[src/rtl/ruta_datos.sv]
// Bus-oriented datapath: registers A, B, C, T and AC share one internal bus,
// with a T +/- bus ALU feeding AC and a result register captured at fin.
module ruta_datos #(
  parameter int N = 8
) (
  input  logic         clk,
  input  logic         reset,
  input  logic         Wa,
  input  logic         Wb,
  input  logic         Wc,
  input  logic         Wt,
  input  logic         Wac,
  input  logic         Ra,
  input  logic         Rb,
  input  logic         Rc,
  input  logic         Rac,
  input  logic         S,
  input  logic         R,
  input  logic         fin,
  input  logic         load,
  input  logic [N-1:0] din_a,
  input  logic [N-1:0] din_b,
  output logic [N-1:0] bus,
  output logic [N-1:0] result,
  output logic         result_valid,
  output logic         cy,
  output logic         bus_err
);

  logic [N-1:0] reg_a, reg_b, reg_c, reg_t, reg_ac;
  logic [2:0]   rd_count;
  logic         rd_conflict;
  logic         op_conflict;
  logic [N:0]   sum;
  logic [N:0]   diff;

  // NOTE: every always_comb output gets a default first so no path leaves it
  // unassigned, which would otherwise infer a latch.
  always_comb begin
    rd_count    = 3'(Ra) + 3'(Rb) + 3'(Rc) + 3'(Rac);
    rd_conflict = (rd_count > 3'd1);
    op_conflict = S & R;
    bus         = '0;
    if (!rd_conflict) begin
      if (Ra)       bus = reg_a;
      else if (Rb)  bus = reg_b;
      else if (Rc)  bus = reg_c;
      else if (Rac) bus = reg_ac;
    end
  end

  // Extra top bit holds the carry of the add and the borrow of the subtract.
  assign sum  = {1'b0, reg_t} + {1'b0, bus};
  assign diff = {1'b0, reg_t} - {1'b0, bus};

  // NOTE: state is updated with non-blocking assignments so every register
  // sees the pre-edge bus and register values, whatever the statement order.
  always_ff @(posedge clk or posedge reset) begin
    if (reset) begin
      reg_a        <= '0;
      reg_b        <= '0;
      reg_c        <= '0;
      reg_t        <= '0;
      reg_ac       <= '0;
      result       <= '0;
      result_valid <= 1'b0;
      cy           <= 1'b0;
      bus_err      <= 1'b0;
    end else begin
      // A read conflict suppresses every register write, operand load included.
      if (!rd_conflict) begin
        if (load)    reg_a <= din_a;
        else if (Wa) reg_a <= bus;
        if (load)    reg_b <= din_b;
        else if (Wb) reg_b <= bus;
        if (Wc)      reg_c <= bus;
        if (Wt)      reg_t <= bus;
        if (Wac && !op_conflict) begin
          if (S) begin
            reg_ac <= sum[N-1:0];
            cy     <= sum[N];
          end else if (R) begin
            reg_ac <= diff[N-1:0];
            cy     <= diff[N];
          end else begin
            reg_ac <= bus;
          end
        end
      end

      if (rd_conflict || op_conflict) bus_err <= 1'b1;

      result_valid <= fin;
      if (fin) result <= reg_c;
    end
  end

endmodule

[config.mk]
export PLATFORM = sky130hd
export DESIGN_NAME = ruta_datos
export DESIGN_NICKNAME = d
export VERILOG_FILES = /design/src/rtl/ruta_datos.sv
export SDC_FILE = /design/constraint.sdc
export NUM_CORES = 1
export LEC_CHECK = 0
export BUFFER_PORTS_ARGS = -buffer_cell sky130_fd_sc_hd__buf_2
export CAP_MARGIN = 10
export CORE_UTILIZATION = 55
export DETAILED_ROUTE_END_ITERATION = 6
export HOLD_SLACK_MARGIN = 0.05
export PLACE_DENSITY = 0.82
export SLEW_MARGIN = 20
export SYNTH_ARGS = -nofsm -noshare
export SYNTH_HDL_FRONTEND = slang
export SYNTH_SLANG_ARGS = --single-unit
[constraint.sdc]
create_clock -name clk -period 3.35 [get_ports clk]
set_clock_uncertainty 0.1 [all_clocks]
set_input_delay 0.335 -clock clk [delete_from_list [all_inputs] [get_ports clk]]
set_output_delay 0.335 -clock clk [all_outputs]
set_load 0.005 [all_outputs]
# Word level (Yosys, flattened, before mapping)
# Index checks and enable logic that the tools add are counted.
# op_classes
n_reduce_logical	12
bitwise_logic	2
muxes	13
magnitude_cmp	1
n_addsub	5
# ops
cell	n
$mux W8	11
$reduce_and A2 Y1	5
$add A8 B8 Y9	1
$sub A8 B8 Y9	1
$reduce_bool A2 Y1	3
$add A2 B1 Y3	1
$add A3 B1 Y3	1
$gt A3 B1 Y1 const B	1
$reduce_and A3 Y1	1
$add A1 B1 Y2	1
$mux W1	2
$and A1 B1 Y1	1
$logic_and A1 B1 Y1	1
$logic_not A1 Y1	1
$logic_or A1 B1 Y1	1
$not A1 Y1	1
# word_totals
inputBits	31
wordCells	42
reg_bits	51

# Logic depth before layout (Yosys ltp)
# Gate-level depths: netlist (run 1).
# depth
ltp_word	8
mapped_depth	14

# Worst setup path before layout (run 1)
# Ideal clock, no wire load.
# synth_timing
path_kind	input-to-reg
startpoint	input Rb
endpoint	register reg_ac[6]
slack_ns	-0.134
t_required_ns	3.139
arrival_time_ns	3.273
stages	14
cell_sequence	buf_2 inv_1 fa_1 nand2b_2 nand2_4 nor4_4 inv_1 ha_1 buf_2 nor3_1 a211oi_1 mux2i_1 nor2b_1 a2111oi_2
# synth_via
elab_chain_cells	8
# synth_lines
element	line_no	source
from (decl)	14	input logic Rb,
$add A1 B1 Y2	40	rd_count = 3'(Ra) + 3'(Rb) + 3'(Rc) + 3'(Rac);
$add A2 B1 Y3	40	
$add A3 B1 Y3	40	
$gt A3 B1 Y1	41	rd_conflict = (rd_count > 3'd1);
$mux W8 (*)	44	if (!rd_conflict) begin
net bus[4]	23	output logic [N-1:0] bus,
$sub A8 B8 Y9	54	assign diff = {1'b0, reg_t} - {1'b0, bus};
$mux W8	82	end else if (R) begin
$mux W8 (*)	79	if (S) begin
to (signal assigned)	80	reg_ac <= sum[N-1:0];
to (signal assigned)	83	reg_ac <= diff[N-1:0];
to (signal assigned)	86	reg_ac <= bus;
to (decl)	30	logic [N-1:0] reg_a, reg_b, reg_c, reg_t, reg_ac;
# The timed path passes the listed nets; every way through them passes the cells marked *.
# A chain may end at the register's enable or synchronous reset.

# Worst setup path after layout (run 1)
# layout_timing
startpoint	input Ra
endpoint	register reg_ac[6]
# layout_via
elab_chain_cells	8
# layout_lines
element	line_no	source
from (decl)	13	input logic Ra,
$add A1 B1 Y2	40	
$add A2 B1 Y3	40	
$add A3 B1 Y3	40	
$gt A3 B1 Y1	41	
$mux W8	44	
$sub A8 B8 Y9	54	
$mux W8	82	
$mux W8	79	
# Parallel ways exist; a longest one is shown, timed or not.

==> metrics.yaml, run 1 <==
status: "completed"
syn-num-nets: 400
drtPass1Iterations: 5
layout.nets: 461
clock_power_share_pct: 19.2
core_um2: 5675
dieArea_um2: 6374
postRouteAntennaNets: 0
clk_latency_ns: 0.31
end_kind: "flip-flop"
m1WireLength_mm: 3.993
met3_length_um: 583
r2r_start: "reg_c[0]$_DFFE_PP0P_"
diodes: 0
yosys_register_bits: 51
start_kind: "input port"
htree_levels: 2
synth_xor_area_share_pct: 1.314
post-route-drc-count: 0
power_density_nw_per_um2: 622.3
cts_tree: "yes"
fin_util_pct: 68.30
p_leak_nw: 1.821
clock_path_buffers: 2
reg2reg_setup_slack_ns: 0.40
switching_share_pct: 37.65
cp-startpoint: "Ra"
cts.sinks: 51
portBuffers: 49
path_depth: 13
max_stage_delay_ns: 0.53
cts_made_buffers: 5
cp_max_fo: 4
fp.dieW_um: 79.84
post-route-period-util_pct: 91.82
r2r-end: "reg_ac[6]$_DFFE_PP0P_"
syn_inst: 350
area_growth_pct: 16.34
whs_ns: 0.06051
netlist_area_um2: 3332
hpwl_mm: 6.780
min_period_ns: 3.076
slew_headroom_pct: 41.24
synth_mux_area_share_pct: 7.811
dr_wl_met2_mm: 4.158
endpoint: "reg_ac[6]$_DFFE_PP0P_"
vias: 3069
grt_pass1_wl_mm: 14.66
wl_mm: 9.055
post_cts_resized: 0
yosysWarnings: 0
rsz0062_at_grt: "false"
drt_iter0_markers: 207
hold_class: "input port to asynchronous set/reset pin"
synth_top_family_by_area: "compound AO/OA/AOI/OAI gates"
cp_num_buf_inv: 3
grt_pass1_vias: 2900
sequentialPowerShare_pct: 39.1
path_cells: "buf_2 > inv_1 > fa_1 > nand2b_2 > nand2_4 > nor2_1 > ha_1 > inv_1 > fa_1 > a211oi_1 > nor2_1 > o311a_1 > a2111oi_2"
fp-row-count: 27
worst-endpoint-required_ns: 3.46
grt.overflow.total: 0
syn_area_per_cell_um2: 9.520
seq_area_frac_synth_pct: 38.30
antenna_found_initial: 0
postCtsSetupBuffers: 0
synth-edff-count: 0
pwr-share-comb_pct: 41.7
die_y_um: 79.84
grt_max_degree: 52
rr_worst_depth: 12
n_fill_cell: 473
final_hold_viol_count: 0
synth_compound_area_share_pct: 23.70
cp_slowest_cell: "fa_1"
cp.arrival_ns: 3.19
vdd_drop_max_mv: 0.3776
gp_congestion: 1.001
cts_hold_buf: 0
drt-vias-per-instance: 6.341
start_util_pct: 58.71
synth_ff_type: "dfrtp_1"
synthArstFlopShare_pct: 100.0
clkTransAtPathRegs_ns: 0.10
synthAdderAreaFrac_pct: 7.811
slew_viol_final: 0
io_pins: 50
gr-usage-all-layers_pct: 30.88
worst_slew_pin_slew_ns: 0.8803
p_sw_uw: 908.1
synthSimpleGateAreaFrac_pct: 15.47
maxCapViolations: 0
topRoutingLayerUsed: "met4"
drive_gt1_share_pct: 28.40
cts-root-buf: "clkbuf_8"
crit_family: "adder cells"
max_freq_mhz: 325.1
power_mw: 2.412
setup_viol: 0
synth_cell_types: 67
critPathKind: "input port to flip-flop"
wl_per_cell_um: 18.71
internal-power_mw: 1.504
[metal layers]
metal	global-route usage (%)	vias up
met4	10.54	0
met1	42.07	1488
met5	0	-
met2	49.32	157
met3	5.486	35
li1	-	1389
[area by class of cell]
| type | count | area, um2 | area share, % |
|---|---|---|---|
| clock buffers | 6 | 82.58 | 2.130 |
| clock inverters | 2 | 38.79 | 1.001 |
| inverters | 23 | 87.58 | 2.260 |
| multi-input cells | 258 | 1883 | 48.58 |
| flip-flops and latches | 51 | 1276 | 32.92 |
| well taps | 72 | 90.09 | 2.324 |
| repair buffers | 72 | 417.9 | 10.78 |
[power groups by stage]
| stage | logic [mW] | clock network (mW) | registers (mW) |
|---|---|---|---|
| floorplan | 0.691 | 0 | 0.904 |
| finish | 1.01 | 0.464 | 0.942 |
| global placement | 0.958 | 0 | 0.939 |
| CTS | 0.988 | 0.466 | 0.936 |
| global route | 1.11 | 0.489 | 0.961 |
| detailed placement | 0.980 | 0 | 0.947 |
[stage by stage]
stage,cell area [um2],worst slack [ns],std cells,setup TNS (ns)
after floorplan,3342,0.003908,350,0
after detailed placement,3750,-0.1294,476,-0.2144
after global placement,3750,-0.01013,476,-0.01013
after CTS,3871,0.2109,484,0
final,3876,0.2739,484,0
after global routing,3876,0.005504,484,0
[synthesized netlist by cell type, types with 2 or more instances]
cell type | count | area share (%)
a221o_1 | 3 | 0.90
dfrtp_1 | 51 | 38
a21oi_1 | 25 | 3.8
a2bb2oi_1 | 3 | 0.79
and3_1 | 3 | 0.56
nand2b_1 | 6 | 1.1
a31oi_1 | 3 | 0.56
o22a_1 | 2 | 0.53
o21ai_0 | 21 | 3.2
a221oi_1 | 3 | 0.79
nor2b_1 | 5 | 0.94
xnor2_1 | 4 | 1.1
o41ai_1 | 2 | 0.53
nor2_1 | 25 | 2.8
fa_1 | 3 | 1.8
nor3_1 | 9 | 1.4
clkbuf_1 | 5 | 0.56
mux2i_1 | 8 | 2.4
buf_4 | 2 | 0.45
nand3b_1 | 3 | 0.68
o21a_1 | 4 | 0.90
a221oi_2 | 2 | 0.90
a22oi_1 | 2 | 0.45
mux2_2 | 16 | 5.4
a22o_1 | 5 | 1.3
a21o_1 | 3 | 0.68
a211oi_1 | 5 | 1.1
o21ai_2 | 3 | 0.79
inv_1 | 23 | 2.6
and2_1 | 3 | 0.56
o211ai_1 | 2 | 0.45
nand3_1 | 6 | 0.90
nor3b_1 | 2 | 0.45
buf_2 | 8 | 1.2
o21bai_1 | 2 | 0.45
o2bb2ai_1 | 2 | 0.53
nand4_1 | 2 | 0.38
o21ai_1 | 2 | 0.30
nand2_1 | 28 | 3.2
ha_1 | 16 | 6.0
buf_6 | 2 | 0.68
[logic make-up after synthesis]
family,Yosys count
AOI/OAI and AO/OA,109
xor gates and xnor gates,5
adders and majority gates,19
buffers and inverters,41
DFF,51
muxes,24
and+or+nand+nor,101
[worst min-delay path by stage]
stage | end | slack (ns)
after floorplan | result_valid$_DFF_PP0_ | 0.27
after global placement | reg_b[5]$_DFFE_PP0P_ | 0.37
after detailed placement | bus_err$_DFFE_PP0P_ | 0.37
after CTS | result_valid$_DFF_PP0_ | 0.15
after global routing | reg_a[5]$_DFFE_PP0P_ | 0.12
final | reg_a[5]$_DFFE_PP0P_ | 0.06
[flip-flops by register name, indices dropped and copies added (netlist names)]
register	count
bus_err	1
cy	1
reg_a	8
reg_ac	8
reg_b	8
reg_c	8
reg_t	8
result	8
result_valid	1
[layout by cell type, fill, tap and decap left out, types with 4 or more instances in the layout]
cell type	synthesis	layout
xnor2_1	4	4
a22o_1	5	5
nand2b_1	6	6
mux2i_1	8	8
mux2_2	16	16
nand2_1	28	28
nor2_1	25	25
buf_4	2	23
a211oi_1	5	4
a21oi_1	25	25
o21a_1	4	4
nor2b_1	5	5
buf_2	8	49
inv_1	23	22
ha_1	16	15
dfrtp_1	51	51
clkbuf_8	0	6
nor3_1	9	9
nand3_1	6	5
o21ai_0	21	21
[worst register-to-register path, delay by kind of cell (launching register included)]
| family | cells | cell delay [ns] |
|---|---|---|
| simple gates | 3 | 0.28 |
| compound gates | 5 | 1.30 |
| fa+ha+maj | 2 | 0.45 |
| flops | 1 | 0.42 |
| mux | 1 | 0.23 |
| buf+inv | 1 | 0.08 |
No activity file was read; power rests on OpenSTA's default activity.
==> run 2: changes to the inputs <==
--- a/config.mk
+++ b/config.mk
@@ -7,10 +7,12 @@
 export LEC_CHECK = 0
 export BUFFER_PORTS_ARGS = -buffer_cell sky130_fd_sc_hd__buf_2
 export CAP_MARGIN = 10
-export CORE_UTILIZATION = 55
+export CORE_UTILIZATION = 50
+export CTS_BUF_LIST = sky130_fd_sc_hd__clkbuf_4 sky130_fd_sc_hd__clkbuf_8 sky130_fd_sc_hd__clkbuf_16
 export DETAILED_ROUTE_END_ITERATION = 6
+export GPL_TIMING_DRIVEN = 0
 export HOLD_SLACK_MARGIN = 0.05
-export PLACE_DENSITY = 0.82
+export PLACE_DENSITY = 0.76
 export SLEW_MARGIN = 20
 export SYNTH_ARGS = -nofsm -noshare
 export SYNTH_HDL_FRONTEND = slang
==> metrics.yaml, run 2 (synthesis gave the netlist of run 1 again) <==
status: "completed"  # unchanged
cts.sinks: 51  # unchanged
fin_util_pct: 61.58  # was 68.30%
regArea_um2: 1276  # unchanged
die_y_um: 83.63  # was 79.84 um
crit_family: "adder cells"  # unchanged
final_cell_mix: "buf_2 (52), dfrtp_1 (51), nand2_1 (28)"  # was dfrtp_1 (51), buf_2 (49), nand2_1 (28)
wl_per_cell_um: 18.18  # was 18.71 um
start_util_pct: 52.17  # was 58.71%
portBuffers: 48  # was 49
max_stage_delay_ns: 0.55  # was 0.53 ns
drt_iter0_markers: 171  # was 207
end_kind: "flip-flop"  # unchanged
grt_max_degree: 28  # was 52
slew_headroom_pct: 61.59  # was 41.24%
max_freq_mhz: 312.0  # was 325.1 MHz
p_leak_nw: 1.815  # was 1.821 nW
cts_tree: "yes"  # unchanged
rsz0062_at_grt: "false"  # unchanged
power_density_nw_per_um2: 592.1  # was 622.3 nW/um2
post-route-drc-count: 0  # unchanged
start_kind: "input port"  # unchanged
drtPass1Iterations: 4  # was 5
io_pins: 50  # unchanged
vdd_drop_max_mv: 0.3264  # was 0.3776 mV
setup_viol: 0  # unchanged
clkTransAtPathRegs_ns: 0.10  # about the same
gr-usage-all-layers_pct: 27.04  # was 30.88%
postRouteAntennaNets: 0  # unchanged
layout_commonest_cell: "buf_2"  # was dfrtp_1
place_ws_ns: -0.6767  # was -0.1294 ns
cts_made_buffers: 5  # unchanged
area_growth_pct: 18.02  # was 16.34%
setup_ws_ns: 0.1445  # was 0.2739 ns
wl_mm: 8.926  # was 9.055 mm
grt_pass1_vias: 2860  # was 2900
fp-row-count: 29  # was 27
drt-vias-per-instance: 5.984  # was 6.341
antenna_found_initial: 0  # unchanged
diodes: 0  # unchanged
worst-endpoint-required_ns: 3.45  # was 3.46 ns
final_hold_viol_count: 0  # unchanged
slew_viol_final: 0  # unchanged
grt.overflow.total: 0  # unchanged
cp.arrival_ns: 3.31  # was 3.19 ns
htree_levels: 2  # unchanged
grt_pass1_wl_mm: 14.90  # was 14.66 mm
vias: 2938  # was 3069
cts-root-buf: "clkbuf_8"  # unchanged
fp.dieW_um: 83.63  # was 79.84 um
worst_slew_pin_slew_ns: 0.5753  # was 0.8803 ns
layout.nets: 463  # was 461
clk_latency_ns: 0.31  # about the same
dieArea_um2: 6994  # was 6374 um2
n_fill_cell: 562  # was 473
path_cells: "buf_2 > clkinvlp_4 > fa_1 > nand2b_4 > and2_4 > buf_12 > nand3_4 > fa_2 > a211oi_2 > nor2_2 > o311a_1 > a2111oi_2"  # was buf_2 > inv_1 > fa_1 > nand2b_2 > nand2_4 > nor2_1 > ha_1 > inv_1 > fa_1 > a211oi_1 > nor2_1 > o311a_1 > a2111oi_2
maxCapViolations: 0  # unchanged
cp_max_fo: 10  # was 4
min_period_ns: 3.205  # was 3.076 ns
hold_class: "input port to flip-flop"  # was input port to asynchronous set/reset pin
cp_num_buf_inv: 3  # unchanged
gp_congestion: 0.8967  # was 1.001
post-route-period-util_pct: 95.69  # was 91.82%
core_um2: 6386  # was 5675 um2
critPathKind: "input port to flip-flop"  # unchanged
reg2reg_setup_slack_ns: 0.23  # was 0.40 ns
multi_input_area_um2: 1928  # was 1883 um2
drive_gt1_share_pct: 28.50  # was 28.40%
cp_slowest_cell: "fa_1"  # unchanged
hpwl_mm: 6.730  # was 6.780 mm
clock_path_buffers: 2  # unchanged
==> run 2: cell types whose count changed in the layout (fill, tap and decap cells not counted), sizes merged <==
cell,previous run,this run
buf,72,67
clkbuf,6,10
dlygate4sd3,0,2
bufinv,1,0
clkinv,1,2
clkinvlp,0,1
==> run 2: path summary, 6_finish.rpt <==
kind	startpoint	to	cells past startpoint
worst max register to register	reg_c[0]$_DFFE_PP0P_	reg_ac[6]$_DFFE_PP0P_	12
max in group asynchronous	reset	reg_t[4]$_DFFE_PP0P_	4
worst min-delay path	Wt	reg_t[3]$_DFFE_PP0P_	2
min in group asynchronous	reset	reg_b[6]$_DFFE_PP0P_	3
worst min register to register	bus_err$_DFFE_PP0P_	bus_err$_DFFE_PP0P_	1
worst max-delay path	Ra	reg_ac[6]$_DFFE_PP0P_	12
==> run 2: layout make-up <==
cell class                 count  share of cell area, %
multi-input combinational    258                  49.03
sequential                    51                  32.45
timing repair buffer          57                  8.336
buffer                        17                  2.959
tap                           77                  2.450
inverter                      23                  2.291
clock buffer                   5                  1.750
clock inverter                 3                 0.7318
==> run 2: layer usage <==
layer,GRT usage [%],share of wire [%],up-vias
met1,37.78,45,1421
met4,8.320,2.3,0
met3,3.660,5.3,19
li1,-,-,1396
met5,0,0,-
met2,43.75,47,102
==> run 2: repair_timing <==
item	CTS	global route
hold buffers	2	0
pin swaps	3	4
setup endpoints to repair	6	3
cloned	0	0
gates resized for setup	10	13
hold endpoints to repair	25	0
setup buffers	3	3
==> run 2: power breakdown <==
part           leakage, nW  switching (mW)  internal [mW]
clock network       0.0502           0.235          0.155
registers            0.623           0.140          0.798
logic                 1.14           0.538          0.462
total                 1.82           0.913           1.42
==> run 2: worst register-to-register path: stages, from the launching register on <==
cell       delay [ns]
dfrtp_1          0.42
a221oi_1         0.44
nor3_1           0.11
a21oi_2          0.31
nor2_4           0.07
ha_1             0.23
inv_1            0.07
fa_1             0.22
o21bai_2         0.09
a211oi_2         0.37
mux2i_1          0.23
nor2b_1          0.07
a2111oi_2        0.29
==> run 2: stage by stage <==
step	std cells	instance area, um2	hold slack [ns]	power [mW]	TNS, ns
6_report	491	3933	0.1705	2.328	0
5_1_grt	491	3933	0.1715	2.481	0
4_1_cts	488	3869	0.1723	2.286	0
3_5_place_dp	476	3699	0.3296	1.880	-3.307
3_3_place_gp	475	3679	0.3555	1.835	-2.832
2_1_floorplan	350	3342	0.2664	1.595	0
==> run 3: changes to the inputs <==
--- a/config.mk
+++ b/config.mk
@@ -7,12 +7,12 @@
 export LEC_CHECK = 0
 export BUFFER_PORTS_ARGS = -buffer_cell sky130_fd_sc_hd__buf_2
 export CAP_MARGIN = 10
-export CORE_UTILIZATION = 50
+export CORE_UTILIZATION = 57
 export CTS_BUF_LIST = sky130_fd_sc_hd__clkbuf_4 sky130_fd_sc_hd__clkbuf_8 sky130_fd_sc_hd__clkbuf_16
 export DETAILED_ROUTE_END_ITERATION = 6
 export GPL_TIMING_DRIVEN = 0
 export HOLD_SLACK_MARGIN = 0.05
-export PLACE_DENSITY = 0.76
+export PLACE_DENSITY = 0.85
 export SLEW_MARGIN = 20
 export SYNTH_ARGS = -nofsm -noshare
 export SYNTH_HDL_FRONTEND = slang
==> metrics.yaml, run 3 (synthesis gave the netlist of run 1 again) <==
met2_usage_pct: 55.18  # was 43.75%
hold_class: "input port to flip-flop"  # unchanged
fin_util_pct: 70.35  # was 61.58%
io_pins: 50  # unchanged
cp.arrival_ns: 3.36  # was 3.31 ns
layout.nets: 463  # unchanged
post-route-period-util_pct: 97.01  # was 95.69%
clkTransAtPathRegs_ns: 0.10  # about the same
wl_mm: 9.294  # was 8.926 mm
worst_slew_pin_slew_ns: 0.6334  # was 0.5753 ns
gp_congestion: 0.9624  # was 0.8967
diodes: 0  # unchanged
vdd_drop_max_mv: 0.3858  # was 0.3264 mV
cts_tree: "yes"  # unchanged
min_period_ns: 3.250  # was 3.205 ns
postRouteAntennaNets: 0  # unchanged
final_cell_mix: "buf_2 (51), dfrtp_1 (51), nand2_1 (28)"  # was buf_2 (52), dfrtp_1 (51), nand2_1 (28)
clk_latency_ns: 0.32  # was 0.31 ns
end_kind: "flip-flop"  # unchanged
grt_use_met3_pct: 5.465  # was 3.660%
start_kind: "input port"  # unchanged
cts_made_buffers: 5  # unchanged
min_path_cells: 2  # unchanged
grt_pass1_wl_mm: 15.17  # was 14.90 mm
fp.dieW_um: 78.46  # was 83.63 um
drive_gt1_share_pct: 28.26  # was 28.50%
portBuffers: 48  # unchanged
grt_max_degree: 33  # was 28
dieArea_um2: 6155  # was 6994 um2
power_density_nw_per_um2: 614.2  # was 592.1 nW/um2
dp_cells: 471  # was 476
max_freq_mhz: 307.7  # was 312.0 MHz
gr-max-usage-layer: "met2"  # unchanged
place_ws_ns: -0.6665  # was -0.6767 ns
placed_cell_area_um2: 3692  # was 3699 um2
p_leak_nw: 1.819  # was 1.815 nW
post-route-drc-count: 0  # unchanged
setup_ws_ns: 0.1000  # was 0.1445 ns
whs_ns: 0.1729  # was 0.1705 ns
rsz0062_at_grt: "true"  # was false
cts.sinks: 51  # unchanged
r2r-end: "reg_ac[6]$_DFFE_PP0P_"  # unchanged
fp-row-count: 27  # was 29
final_hold_viol_count: 0  # unchanged
slew_viol_final: 0  # unchanged
die_y_um: 78.46  # was 83.63 um
cts-root-buf: "clkbuf_8"  # unchanged
wl_per_cell_um: 19.12  # was 18.18 um
r2r_start: "reg_c[0]$_DFFE_PP0P_"  # unchanged
met1_usage_pct: 41.08  # was 37.78%
area_growth_pct: 17.69  # was 18.02%
reg2reg_setup_slack_ns: 0.26  # was 0.23 ns
worst-endpoint-required_ns: 3.46  # was 3.45 ns
slew_headroom_pct: 57.77  # was 61.59%
final_area_um2: 3921  # was 3933 um2
maxCapViolations: 0  # unchanged
cp_max_fo: 8  # was 10
status: "completed"  # unchanged
hpwl_mm: 6.806  # was 6.730 mm
hp-start: "Wc"  # was Wt
grt.overflow.total: 0  # unchanged
rr_worst_depth: 12  # unchanged
core_um2: 5574  # was 6386 um2
final_cells: 486  # was 491
vias: 3058  # was 2938
setup_viol: 0  # unchanged
start_util_pct: 59.78  # was 52.17%
drt-vias-per-instance: 6.292  # was 5.984
min_to: "reg_c[4]$_DFFE_PP0P_"  # was reg_t[3]$_DFFE_PP0P_
drtPass1Iterations: 5  # was 4
htree_levels: 2  # unchanged
grt_pass1_vias: 3037  # was 2860
clock_path_buffers: 2  # unchanged
drt_iter0_markers: 211  # was 171
antenna_found_initial: 0  # unchanged
n_fill_cell: 415  # was 562
gr-usage-all-layers_pct: 32.51  # was 27.04%
critPathKind: "input port to flip-flop"  # unchanged
[run 3: worst max path at each step]
stage	slack [ns]	from	cells after the start	to
2_1_floorplan	0.004	Rb	12	reg_ac[6]$_DFFE_PP0P_
3_3_place_gp	-0.62	Rb	15	reg_ac[6]$_DFFE_PP0P_
3_5_place_dp	-0.67	Rb	15	reg_ac[6]$_DFFE_PP0P_
4_1_cts	0.0008	reg_c[0]$_DFFE_PP0P_	12	reg_ac[6]$_DFFE_PP0P_
5_1_grt	-0.03	Ra	14	reg_ac[6]$_DFFE_PP0P_
6_report	0.10	Ra	14	reg_ac[6]$_DFFE_PP0P_
[run 3: worst max-delay path: stages]
cell	delay [ns]
buf_2	0.14
inv_2	0.09
fa_1	0.55
nand2b_4	0.17
nand2_4	0.12
nor4_4	0.36
inv_1	0.09
ha_1	0.29
clkbuf_4	0.17
nor3b_1	0.07
a211oi_2	0.32
mux2i_1	0.23
nor2b_1	0.08
a2111oi_2	0.34
[run 3: cell type report]
type	instances	area, um2	share of cell area [%]
inverter	23	86.33	2.202
tap	72	90.09	2.297
clock buffer	5	68.82	1.755
buffer	17	110.1	2.808
sequential	51	1276	32.55
multi-input combinational	258	1918	48.92
timing repair buffer	57	327.8	8.360
clock inverter	3	43.79	1.117
[run 3: repair_timing]
action                                 4_1_cts  5_1_grt
hold buffers                                 2        0
setup endpoints to repair                    6        5
pin swaps                                    2        3
endpoints found under the hold margin       20        0
setup buffers                                3        3
gates resized for setup                      6       13
[run 3: stage by stage]
step	setup TNS (ns)	power (mW)
6_report	0	2.409
5_1_grt	-0.03353	2.543
4_1_cts	0	2.352
3_5_place_dp	-3.124	1.889
3_3_place_gp	-2.820	1.835
2_1_floorplan	0	1.595
[run 3: layer usage]
metal | wire length, um | share of wire (%)
met4 | 308 | 3.3
met5 | 0 | 0
met2 | 4580 | 49
met1 | 3739 | 40
met3 | 666 | 7.2
[run 3: report_power, final]
part / internal (mW) / switching [mW] / total [mW]
registers: 0.798 / 0.146 / 0.945
logic: 0.463 / 0.554 / 1.02
clock network: 0.223 / 0.224 / 0.447
total: 1.48 / 0.924 / 2.41
